===== src/rtl/kmp_matcher_pkg.sv =====
// Shared sizing and FSM encodings for the KMP search stage and the SME top level.
package kmp_matcher_pkg;

    localparam int unsigned BYTE        = 8;
    localparam int unsigned MAX_STRING  = 32;
    localparam int unsigned MAX_PATTERN = 8;
    localparam int unsigned MAX_STR_ADD = 5;
    localparam int unsigned MAX_PAT_ADD = 3;

    localparam int unsigned STR_AW = MAX_STR_ADD;
    localparam int unsigned PAT_AW = MAX_PAT_ADD;
    localparam int unsigned STR_W  = MAX_STRING * BYTE;
    localparam int unsigned PAT_W  = MAX_PATTERN * BYTE;
    localparam int unsigned FF_W   = MAX_PATTERN * PAT_AW;

    typedef enum logic [1:0] {
        IDLE = 2'd0,
        LOAD = 2'd1,
        SCAN = 2'd2,
        DONE = 2'd3
    } kmp_state_e;

endpackage


===== src/rtl/sme_char_sel.sv =====
// Combinational element extractor: picks element idx (W bits wide) out of a packed vector of N.
module sme_char_sel #(
    parameter int unsigned W  = 8,
    parameter int unsigned N  = 32,
    parameter int unsigned IW = 5
) (
    input  logic [W*N-1:0] vec,
    input  logic [IW-1:0]  idx,
    output logic [W-1:0]   elem_c
);

    localparam int unsigned SW = $clog2(W * N);

    logic [SW-1:0] base_c;

    always_comb begin
        base_c = SW'(idx) * SW'(W);
        elem_c = vec[base_c +: W];
    end

endmodule


===== src/rtl/kmp_matcher.sv =====
// KMP first-occurrence search over a snapshot of the string, pattern and failure table.
module kmp_matcher
    import kmp_matcher_pkg::*;
(
    input  logic              clk,
    input  logic              reset,
    input  logic              i_valid,
    input  logic [STR_W-1:0]  str_reg,
    input  logic [PAT_W-1:0]  pat_reg,
    input  logic [STR_AW-1:0] str_last_idx,
    input  logic [PAT_AW-1:0] pat_last_idx,
    input  logic [FF_W-1:0]   ff_result,
    output logic              busy,
    output logic              match,
    output logic [STR_AW-1:0] match_index,
    output logic              o_valid
);

    kmp_state_e        state_q, state_d;
    logic              valid_q;
    logic [STR_W-1:0]  str_q;
    logic [PAT_W-1:0]  pat_q;
    logic [FF_W-1:0]   ff_q;
    logic [STR_AW-1:0] str_last_q;
    logic [PAT_AW-1:0] pat_last_q;
    logic [STR_AW-1:0] i_q, i_d;
    logic [PAT_AW-1:0] q_q, q_d;

    logic              busy_d, match_d, o_valid_d;
    logic [STR_AW-1:0] index_d;

    logic              start_c;
    logic [BYTE-1:0]   str_ch_c, pat_ch_c;
    logic [PAT_AW-1:0] q_prev_c, ff_entry_c;
    logic [STR_AW-1:0] rem_str_c, rem_pat_c;

    sme_char_sel #(.W(BYTE), .N(MAX_STRING), .IW(STR_AW)) u_str_sel (
        .vec(str_q), .idx(i_q), .elem_c(str_ch_c)
    );
    sme_char_sel #(.W(BYTE), .N(MAX_PATTERN), .IW(PAT_AW)) u_pat_sel (
        .vec(pat_q), .idx(q_q), .elem_c(pat_ch_c)
    );
    sme_char_sel #(.W(PAT_AW), .N(MAX_PATTERN), .IW(PAT_AW)) u_ff_sel (
        .vec(ff_q), .idx(q_prev_c), .elem_c(ff_entry_c)
    );

    assign start_c   = i_valid & ~valid_q;
    assign q_prev_c  = q_q - PAT_AW'(1);
    // i never passes str_last and q never passes pat_last, so both differences are non-negative
    assign rem_str_c = str_last_q - i_q;
    assign rem_pat_c = STR_AW'(pat_last_q - q_q);

    always_comb begin
        state_d   = state_q;
        i_d       = i_q;
        q_d       = q_q;
        busy_d    = busy;
        match_d   = match;
        index_d   = match_index;
        o_valid_d = 1'b0;
        case (state_q)
            IDLE: begin
                if (start_c) begin
                    state_d = LOAD;
                    busy_d  = 1'b1;
                end
            end
            LOAD: begin
                i_d     = '0;
                q_d     = '0;
                match_d = 1'b0;
                index_d = '0;
                busy_d  = 1'b1;
                state_d = (STR_AW'(pat_last_idx) > str_last_idx) ? DONE : SCAN;
            end
            SCAN: begin
                if (rem_str_c < rem_pat_c) begin
                    state_d = DONE;
                    match_d = 1'b0;
                end else if (str_ch_c == pat_ch_c) begin
                    if (q_q == pat_last_q) begin
                        match_d = 1'b1;
                        index_d = i_q - STR_AW'(pat_last_q);
                        state_d = DONE;
                    end else if (i_q == str_last_q) begin
                        state_d = DONE;
                    end else begin
                        q_d = q_q + PAT_AW'(1);
                        i_d = i_q + STR_AW'(1);
                    end
                end else if (q_q != '0) begin
                    q_d = ff_entry_c;
                end else if (i_q == str_last_q) begin
                    state_d = DONE;
                end else begin
                    i_d = i_q + STR_AW'(1);
                end
            end
            DONE: begin
                o_valid_d = 1'b1;
                busy_d    = 1'b0;
                state_d   = IDLE;
            end
            default: state_d = IDLE;
        endcase
    end

    always_ff @(posedge clk or negedge reset) begin
        if (!reset) begin
            state_q     <= IDLE;
            valid_q     <= 1'b0;
            i_q         <= '0;
            q_q         <= '0;
            busy        <= 1'b0;
            match       <= 1'b0;
            match_index <= '0;
            o_valid     <= 1'b0;
        end else begin
            state_q     <= state_d;
            valid_q     <= i_valid;
            i_q         <= i_d;
            q_q         <= q_d;
            busy        <= busy_d;
            match       <= match_d;
            match_index <= index_d;
            o_valid     <= o_valid_d;
        end
    end

    // Snapshot taken during LOAD; upstream may change freely afterwards
    always_ff @(posedge clk or negedge reset) begin
        if (!reset) begin
            str_q      <= '0;
            pat_q      <= '0;
            ff_q       <= '0;
            str_last_q <= '0;
            pat_last_q <= '0;
        end else if (state_q == LOAD) begin
            str_q      <= str_reg;
            pat_q      <= pat_reg;
            ff_q       <= ff_result;
            str_last_q <= str_last_idx;
            pat_last_q <= pat_last_idx;
        end
    end

endmodule


===== config.mk =====
export PLATFORM = sky130hd
export DESIGN_NAME = kmp_matcher
export DESIGN_NICKNAME = d
export VERILOG_FILES = /design/src/rtl/kmp_matcher_pkg.sv /design/src/rtl/sme_char_sel.sv /design/src/rtl/kmp_matcher.sv
export SDC_FILE = /design/constraint.sdc
export NUM_CORES = 1
export LEC_CHECK = 0
export ABC_AREA = 1
export BUFFER_PORTS_ARGS = -buffer_cell sky130_fd_sc_hd__clkbuf_2
export CAP_MARGIN = 20
export CORE_UTILIZATION = 49
export CTS_CLUSTER_SIZE = 16
export DETAILED_ROUTE_END_ITERATION = 12
export PLACE_DENSITY = 0.71
export SLEW_MARGIN = 20
export SYNTH_ARGS = -nofsm -noshare
export SYNTH_HDL_FRONTEND = slang
export SYNTH_SLANG_ARGS = --single-unit

===== constraint.sdc =====
create_clock -name clk -period 4.1 [get_ports clk]
set_clock_uncertainty 0.15 [all_clocks]
set_input_delay 0.615 -clock clk [delete_from_list [all_inputs] [get_ports clk]]
set_output_delay 0.615 -clock clk [all_outputs]
set_load 0.02 [all_outputs]

* Word-level counts from Yosys, hierarchy flattened *
Index checks and enable logic that the tools add are counted.

operators by class
  bitwise logic cells = 2
  reductions and logical operators = 10
  $lt $le $gt $ge = 2
  add/subtract/negate cells = 6
  multiply operators = 1
  equality and inequality tests = 17
  shifts and indexed selects = 3
  mux-type cells = 31

operator list
  kind                                                                 number
  256-bit by 9-bit indexed part select with 8-bit output               1
  64-bit by 7-bit indexed part select with 8-bit output                1
  5-bit 2-to-1 mux                                                     8
  24-bit by 6-bit indexed part select with 3-bit output                1
  5-bit case mux with 2 select lines                                   2
  3-bit != test (second input constant)                                6
  3-bit 2-to-1 mux                                                     5
  2-bit 2-to-1 mux                                                     6
  8-bit equality test                                                  1
  2-bit != test (second input constant)                                4
  2-bit case mux with 4 select lines                                   1
  4-bit AND reduction                                                  2
  1-bit 2-to-1 mux                                                     6
  3-bit case mux with 2 select lines                                   1
  3-bit nonzero test                                                   2
  5-bit by 1-bit adder with 5-bit output (second input constant)       1
  5-bit equality test                                                  1
  3-bit by 5-bit greater-than comparator with 1-bit output             1
  5-bit < comparator                                                   1
  3-bit by 2-bit multiplier with 5-bit output (second input constant)  1
  5-bit AND reduction                                                  1
  5-bit by 3-bit subtractor with 5-bit output                          1
  5-bit subtractor                                                     1
  2-bit equality test (second input constant)                          2
  other kinds (14)                                                     15

storage, ports and cells
  bits in registers = 371
  word-level logic and storage cells = 85
  input port bits = 355

* Depth between registers and ports, before layout *
Gate-level depths: netlist of the first run.

  depth after elaboration = 7
  gate-level depth with buffers = 22

* By module *
A second synthesis of the first run with hierarchy kept.

second synthesis, totals
  cells, all modules = 2679
  area total of the unflattened synthesis = 19165.9 um^2

by module, submodules not included
  module                     area each (um^2)  sequential area each (um^2)  times used  cells each
  kmp_matcher                15157.0           9283.9                       1           1776
  sme_char_sel at u_str_sel  2740.1            0.0                          1           609
  sme_char_sel at u_pat_sel  933.4             0.0                          1           214
  sme_char_sel at u_ff_sel   335.3             0.0                          1           80

* Least setup slack after synthesis of the first run *
Ideal clock, no wire load.

  path kind = flip-flop to flip-flop
  start point = register i_q[1]
  end point = register state_q[1]
  buffers on the path = 2
  period minus slack after synthesis = 3005 ps
  setup slack = 1095 ps
  cell stages (with the launch flop) = 17
  data arrival time = 2734 ps
  cells stage by stage = dfrtp_1 -> inv_1 -> buf_2 -> buf_2 -> fa_1 -> a221oi_1 -> xnor2_1 -> ha_1 -> nand2_1 -> inv_1 -> o21ai_0 -> a31oi_1 -> nand3_1 -> nand2_1 -> clkinv_1 -> nand3_1 -> nand2_1

on the way
  cells in the longest elaborated chain, start to end = 6
  elaborated cells on any way between the ends = 13
  those cells by class = 1 x add/sub; 1 x order compare; 3 x eq/ne; 1 x shift; 6 x mux; 1 x reduce/logical

RTL lines
  item                                                                                            line                text
  start: declaration                                                                              kmp_matcher.sv:26   logic [STR_AW-1:0] i_q, i_d;
  start signal: assignment                                                                        kmp_matcher.sv:121  i_q <= i_d;
  branches (longest 6 deep; another with 256-bit by 9-bit indexed part select with 8-bit output)  --
  end signal: assignment                                                                          kmp_matcher.sv:119  state_q <= state_d;
  end: declaration                                                                                kmp_matcher.sv:19   kmp_state_e state_q, state_d;

Several ways; the timed one is not identified. The select of a mux whose other input is x is not followed.
A chain may end at the register's enable or synchronous reset.

* Final worst setup path of the first run *
  start point = register i_q[3]
  end point = register match_index[2]

on the way
  cells in the longest elaborated chain, start to end = 4
  elaborated cells on any way between the ends = 7
  those cells by class = 1 x add/sub; 1 x order compare; 3 x eq/ne; 1 x shift; 1 x reduce/logical

RTL lines
  item                                                                                               line                                   text
  256-bit by 9-bit indexed part select with 8-bit output / 5-bit subtractor (equally long branches)  sme_char_sel.sv:18, kmp_matcher.sv:50
  8-bit equality test / 5-bit < comparator (equally long branches)                                   kmp_matcher.sv:80, kmp_matcher.sv:77
  2-bit != test (no line)                                                                            --
  4-bit AND reduction (no line) (*)                                                                  --
  end signal: assignment                                                                             kmp_matcher.sv:125                     match_index <= index_d;
  end: declaration                                                                                   kmp_matcher.sv:15                      output logic [STR_AW-1:0] match_index,

Every way passes the cells marked *; elsewhere a longest branch is shown, timed or not.

==> key figures, run 1 <==
Status
  • Status: finished, final reports clean

Route
  • Avg WL per Cell: 17.2 um
  • Number of remaining DRC errors: 0
  • Vias/cell: between 5 and 6
  • Total iterations of the first detailed-routing run: 6
  • Initial drt markers: 1540
  • DRT antenna net count: 0
  • WL final: ~56000 um
  • Via count: 17200

Clock tree
  • Resized Gates After CTS: 0
  • CTS tree: built
  • Max clock buf depth: 3
  • TritonCTS Buffers: 41
  • Post-CTS setup buffer count: 0
  • Root buffer cell: clkbuf_16
  • Clock net sink count: 371
  • Reg clk slew, reported paths: around 0.060 ns
  • H-Tree Depth: 2
  • Cts hold-fix bufs: 0
  • Worst skew pair latency: 0.55 ns

Synthesis
  • YS warnings: 0
  • Number of flops mapped to enable cells by yosys: 0
  • Post-synthesis mux area share: 0%
  • Post-synthesis simple-gate area fraction: a little under two fifths
  • Post-synthesis sequential area ratio: 50.4%
  • Yosys cell types: 34
  • Main flop type after synthesis: dfrtp_1
  • Synth Area in XOR/XNOR: 0.619%
  • Largest family of logic cells by synthesized area: simple AND/OR/NAND/NOR gates
  • Post-synthesis cell area: 18400 um^2
  • Compound-Gate Fraction of Synth Area: roughly 4.1%
  • Register bit total from synthesis: 371
  • Synth Area per Inst: 7.39 um^2
  • Post-Syn Nets: 2875
  • Cells after synthesis: 2491
  • Async SR Flop Fraction: 100%
  • Adder-Cell Fraction of Synth Area: 2.09%

Die
  • Die width: 196 um
  • Initial Util: 50.0%
  • Ports: 363
  • Die Area: about 38000 um^2
  • Die height: 196 um
  • Cell row count: 70
  • Core area: 36800 um^2

Global route
  • Initial antenna violation count: 3
  • Largest net degree at the start of global routing: 166
  • GR Util All Layers: 29.4%
  • First-pass GRT wire length: 88900 um
  • Grt ovf: 0
  • Number of global-route vias before repair: 16500

Placement
  • Place WS: 0.673 ns
  • Gpl congestion: 0.876
  • Placed cells: 3197
  • Port buffer count: 362
  • Final HPWL DP: 39000 um

STA
  • Slew HR: 32.6%
  • RSZ-0062 raised after global routing: false
  • Final hold slack: about 0.0075 ns
  • Setup-failing EPs final: 0
  • Achievable frequency: between 200 and 300 MHz
  • Setup ws final: 0.623 ns
  • Min Clock Period, post-route: 3.48 ns
  • Final hold violations: 0
  • Actual slew at the worst max-slew pin: 1.01 ns
  • Setup Total Neg Slack: 0 ns
  • Fin. max-slew vios: 0
  • Final period util: 84.8%

Critical path
  • CP startpoint kind: register
  • Crit path capture type: register
  • Worst setup path end: match_index[2]
  • CP Cell Sequence: clkinv_1, ha_1, nand2_1, inv_1, a221oi_1, xnor2_1, ha_1, nand2_1, inv_1, o21ai_0, a31oi_1, nand3_2, nand3_1, o21ai_1
  • Worst path max stage delay: 0.54 ns
  • Crit path max-delay family: adder cells
  • RR Endpoint: match_index[2]
  • Worst R2R Setup Slack: 0.62 ns
  • Critical Path RT: 4.35 ns
  • R2R cell count: 14
  • Worst path buffer plus inverter count: 3
  • Critical Setup Path Class: reg -> reg
  • CP Depth: 14
  • Crit-path max FO: 17
  • Worst Setup SP: i_q[3]
  • Critical-path top delay cell: ha_1
  • WP data arrival: 3.73 ns
  • FF-to-FF Start: i_q[3]

Run
  • Max-cap violations: 0

Power and ir drop
  • VDD IR max: 0.431 mV
  • PD cells: 797 nW/um^2
  • Tot Pwr: 0.0173 W
  • Leakage Power: 12.0 nW

Finish
  • Fin cells: between 3000 and 4000
  • Area growth, synth to finish: 18.2%
  • Fill cell count: approximately 3400
  • Fraction of layout cells with a size suffix above 1: 17.0%
  • # nets final: 3156

Worst hold path
  • Worst min-delay path class: in -> async
==> worst min path at each step <==
stage | cells after the start | start | end | slack (ns)
2_1_floorplan | 0 | reset | busy | 0.17
3_3_place_gp | 2 | pat_q[55] | pat_q[55] | 0.30
3_5_place_dp | 2 | pat_q[53] | pat_q[53] | 0.30
4_1_cts | 1 | reset | str_q[83] | 0.05
5_1_grt | 1 | reset | str_q[82] | 0.07
6_report | 1 | reset | str_q[83] | 0.007
==> logic make-up (layout without fill, tap and decap cells) <==
kind of cell / count (synthesis) / after routing
adders and majority gates: 29 / 29
buffers and inverters: 229 / 540
and+or+nand+nor: 1705 / 1705
xor gates and xnor gates: 13 / 13
AOI/OAI and AO/OA: 144 / 144
DFF: 371 / 371
other: 0 / 2
==> synth_stat cells (all sizes together), types with 2 or more instances <==
cell type	n	area, um^2
a21oi	29	145
dfrtp	371	9280
clkbuf	74	278
a2111oi	2	17.5
o21a	2	15.0
nand3	259	1330
fa	3	60.1
ha	26	325
buf	74	469
xor2	7	61.3
a31oi	2	12.5
nand2	1408	5310
o21ai	102	510
inv	79	297
nand4	3	18.8
nor2	34	158
clkinv	2	7.51
o211ai	3	22.5
xnor2	6	52.6
==> flip-flops by register name (all words and copies together), names as in the netlist <==
signal / cells
str_q: 256
pat_q: 64
ff_q: 24
i_q: 5
match_index: 5
str_last_q: 5
pat_last_q: 3
q_q: 3
state_q: 2
busy: 1
match: 1
o_valid: 1
valid_q: 1
==> layout by cell type (no fill, tap or decap), drive strengths merged, types with 3 or more instances in the layout <==
master / synthesis / routed
xnor2: 6 / 6
xor2: 7 / 7
clkbuf: 74 / 425
ha: 26 / 26
buf: 74 / 25
o211ai: 3 / 3
inv: 79 / 79
dfrtp: 371 / 371
nand3: 259 / 259
clkinv: 2 / 9
nand4: 3 / 3
nor2: 34 / 34
nand2: 1408 / 1408
o21ai: 102 / 102
a21oi: 29 / 29
fa: 3 / 3
==> layout make-up <==
cell class	count	area [um^2]	area share, %
diodes	2	5.00	0.0230
clock buffers	64	1270	5.86
clock inverters	9	61.3	0.282
inverters	81	314	1.44
multi-input cells	1891	8080	37.2
flip-flops and latches	371	9290	42.7
well taps	468	586	2.69
repair buffers	386	2140	9.84
==> per-layer routing <==
| layer | track usage (%) | part of all wire [%] | up-vias |
|---|---|---|---|
| met5 | 0 | 0 | - |
| met4 | 9.32 | 2.8 | 0 |
| met3 | 4.42 | 6.5 | 96 |
| met2 | 45.3 | 46 | 642 |
| met1 | 42.8 | 45 | 8111 |
| li1 | - | - | 8327 |
==> stage by stage <==
stage / utilization (%) / instance area, um^2
6_report: 59.1 / 21800
5_1_grt: 59.1 / 21800
4_1_cts: 59.1 / 21700
3_5_place_dp: 55.5 / 20400
3_3_place_gp: 55.5 / 20400
2_1_floorplan: - / 18400
==> power breakdown <==
group          leakage (nW)  switching, W  internal, W
logic                  6.80       0.00489      0.00232
clock network         0.658       0.00152      0.00213
registers              4.57       0.00102      0.00545
No activity file was read; power rests on OpenSTA's default activity.
==> inputs of run 2 (changes only) <==
Settings changed: PLACE_DENSITY 0.71 to 0.74.
Clock period 4.1 ns to 3.1 ns, I/O delays scaled along.
==> key figures, run 2 (synthesis results as in run 1) <==
Route
  • WL final: 63800 um (+13%)
  • Via count: 19200 (+12%)
  • Avg WL per Cell: 17.9 um (+3.9%)
  • Number of remaining DRC errors: 0 (unchanged)
  • DRT antenna net count: 0 (unchanged)
  • Total iterations of the first detailed-routing run: 6 (unchanged)
  • Vias/cell: 5.37 (+2.4%)
  • Initial drt markers: 1960 (+27%)

Placement
  • Port buffer count: 362 (unchanged)
  • Final HPWL DP: 38100 um (-2.4%)
  • Gpl congestion: 0.895 (+2.2%)
  • Placed cells: 3224 (+0.84%)
  • Placed inst area: 20700 um^2 (+1.2%)

Status
  • Violated checks: negative hold slack
  • Status: complete, but fails checks

Critical path
  • Crit path capture type: register
  • WP data arrival: 3.25 ns (-0.48 ns)
  • Critical Setup Path Class: reg -> reg
  • Crit-path max FO: 6 (-11)
  • Worst path max stage delay: 0.36 ns (-0.18 ns)
  • Critical-path top delay cell: ha_1
  • Worst path buffer plus inverter count: 3 (unchanged)
  • R2R cell count: 14 (unchanged)
  • CP startpoint kind: register
  • CP Cell Sequence: clkinv_1, ha_1, nand2_1, inv_1, a221oi_2, xnor2_1, ha_1, nand2_1, inv_1, nand4_1, a31oi_4, nand3_2, nand3_1, o21ai_1
  • CP Depth: 14 (unchanged)
  • Crit path max-delay family: adder cells
  • Critical Path RT: 3.36 ns (-0.99 ns)

Finish
  • Most frequent cells in the layout: nand2_1, dfrtp_1, clkbuf_2, dlygate4sd3_1, nand3_1
  • Multi-input gate area: 8170 um^2 (+1.1%)
  • Registers with the most flip-flops: str_q (256), pat_q (64), ff_q (24)
  • # nets final: 3457 (+9.5%)
  • Flip-flop count of the largest register after layout: 256 (unchanged)
  • Seq. cell area: 9290 um^2 (about the same)
  • Fin cells: 3573 (+9.2%)
  • Top reg by flops: str_q
  • Fill cell count: 2771 (-19%)
  • Design area: 25000 um^2 (+15%)
  • Fraction of layout cells with a size suffix above 1: 17.2% (+0.22 points)
  • Most common cell after layout, fill and taps aside: nand2_1
  • Area growth, synth to finish: 35.9%

Die
  • Die Area: 38300 um^2 (unchanged)
  • Die height: 196 um (unchanged)
  • Initial Util: 50.0% (unchanged)
  • Die width: 196 um (unchanged)
  • Ports: 363 (unchanged)
  • Core area: 36800 um^2 (unchanged)
  • Cell row count: 70 (unchanged)

STA
  • RSZ-0062 raised after global routing: true
  • Fin. max-slew vios: 0 (unchanged)
  • Actual slew at the worst max-slew pin: 1.01 ns (-0.000754 ns)
  • Min Clock Period, post-route: 2.99 ns (-0.483 ns)
  • Final hold violations: 1 (+1)
  • Final period util: 96.6% (+12 points)
  • Setup-failing EPs final: 0 (unchanged)
  • Achievable frequency: 334 MHz (+16%)
  • Slew HR: 32.7% (+0.050 points)
  • Final hold slack: -0.00685 ns (-0.0143 ns)

Power and ir drop
  • VDD IR max: 1.04 mV (+140%)
  • Power share of the clock group: 21.2% (about the same)
  • Leakage Power: 13.4 nW (+12%)
  • Psw: 0.0102 W (+38%)
  • Sequential power share: 35.3% (-2.0 points)
  • Comb power frac: 43.6% (+2.0 points)
  • Sw frac: 42.2% (-0.60 points)
  • PD cells: 966 nW/um^2 (+21%)
  • Tot Pwr: 0.0242 W (+39%)
  • Int Pwr: 0.0140 W (+41%)

Clock tree
  • Max clock buf depth: 3 (unchanged)
  • TritonCTS Buffers: 40 (-2.4%)
  • Clock net sink count: 371 (unchanged)
  • Worst skew pair latency: 0.56 ns (about the same)
  • H-Tree Depth: 2 (unchanged)
  • Reg clk slew, reported paths: 0.06 ns (about the same)
  • CTS tree: built
  • Root buffer cell: clkbuf_16

Global route
  • Initial antenna violation count: 2 (-1)
  • Met1 Usage GRT: 42.7% (-0.19 points)
  • First-pass GRT wire length: 99000 um (+11%)
  • Number of global-route vias before repair: 19200 (+16%)
  • Met3 Usage GRT: 4.95% (+0.53 points)
  • GR Util All Layers: 32.7% (+3.3 points)
  • Grt ovf: 0 (unchanged)
  • Largest net degree at the start of global routing: 221 (+33%)
  • Routing usage on met2: 53.4% (+8.1 points)
  • Global route hottest layer: met2

Run
  • Max-cap violations: 0 (unchanged)

Worst hold path
  • Worst min-delay path class: in -> reg
  • WHS Path Cells: 3
run 2: changes by cell type in the layout (fill, tap and decap cells not counted), moves of 5 or more:
cell           before   now
dlygate4sd3_1       0   263
buf_4              13    37
nand3_2             6    13
nand3_1           253   247
nand2_1          1402  1397
nand2_2             5    10
o21ai_0            90    85
run 2: path summary, 6_finish.rpt:
check | start | to | slack (ns)
min | pat_reg[52] | pat_q[52] | -0.007
min reg2reg | pat_q[7] | pat_q[7] | 0.32
max in group asynchronous | reset | i_q[0] | 1.52
max reg2reg | i_q[3] | match_index[2] | 0.11
min in group asynchronous | reset | str_q[112] | 0.40
max | i_q[3] | match_index[2] | 0.11
run 2: power by group through the flow:
stage	sequential (W)	clock, W	combinational, W
CTS	0.00843	0.00516	0.00996
global route	0.00873	0.00535	0.0119
global placement	0.00840	0	0.00934
floorplan	0.00813	0	0.00701
finish	0.00853	0.00511	0.0105
detailed placement	0.00848	0	0.00965
run 2: through the flow:
| stage | utilization (%) | TNS, ns | hold WS (ns) | worst slack (ns) |
|---|---|---|---|---|
| 3_5_place_dp | 56.2 | 0 | 0.303 | 0.0743 |
| 6_report | 68.0 | 0 | -0.00685 | 0.106 |
| 5_1_grt | 68.0 | -0.376 | 0.00428 | -0.0651 |
| 3_3_place_gp | 56.2 | 0 | 0.300 | 0.129 |
| 2_1_floorplan | - | 0 | 0.0194 | 0.0953 |
| 4_1_cts | 67.2 | 0 | 0.0000376 | 0.000649 |
run 2: repair_timing:
item,CTS,global route
endpoints found under the hold margin,338,1
hold buffers,262,1
setup endpoints to repair,0,16
buffers inserted,0,7
resized for setup,0,41
run 2: area by class of cell:
cell class	instances	share of cell area [%]
antenna	2	0.0200
clock buffer	62	4.98
clock inverter	10	0.670
inverter	81	1.30
multi-input combinational	1892	32.7
sequential	371	37.1
tap	468	2.34
timing repair buffer	687	20.9
run 2: layer usage:
metal	up-vias	share of wire, %
met5	-	0
met4	0	5.1
met3	236	7.4
met2	973	47
met1	9053	40
li1	8935	-
run 2: worst reg2reg max path: stages (launching register included):
cell      delay (ns)
dfrtp_1         0.35
clkinv_1        0.14
ha_1            0.36
nand2_1         0.09
inv_1           0.07
a221oi_2        0.28
xnor2_1         0.11
ha_1            0.33
nand2_1         0.06
inv_1           0.08
nand4_1         0.18
a31oi_4         0.28
nand3_2         0.19
nand3_1         0.13
o21ai_1         0.07
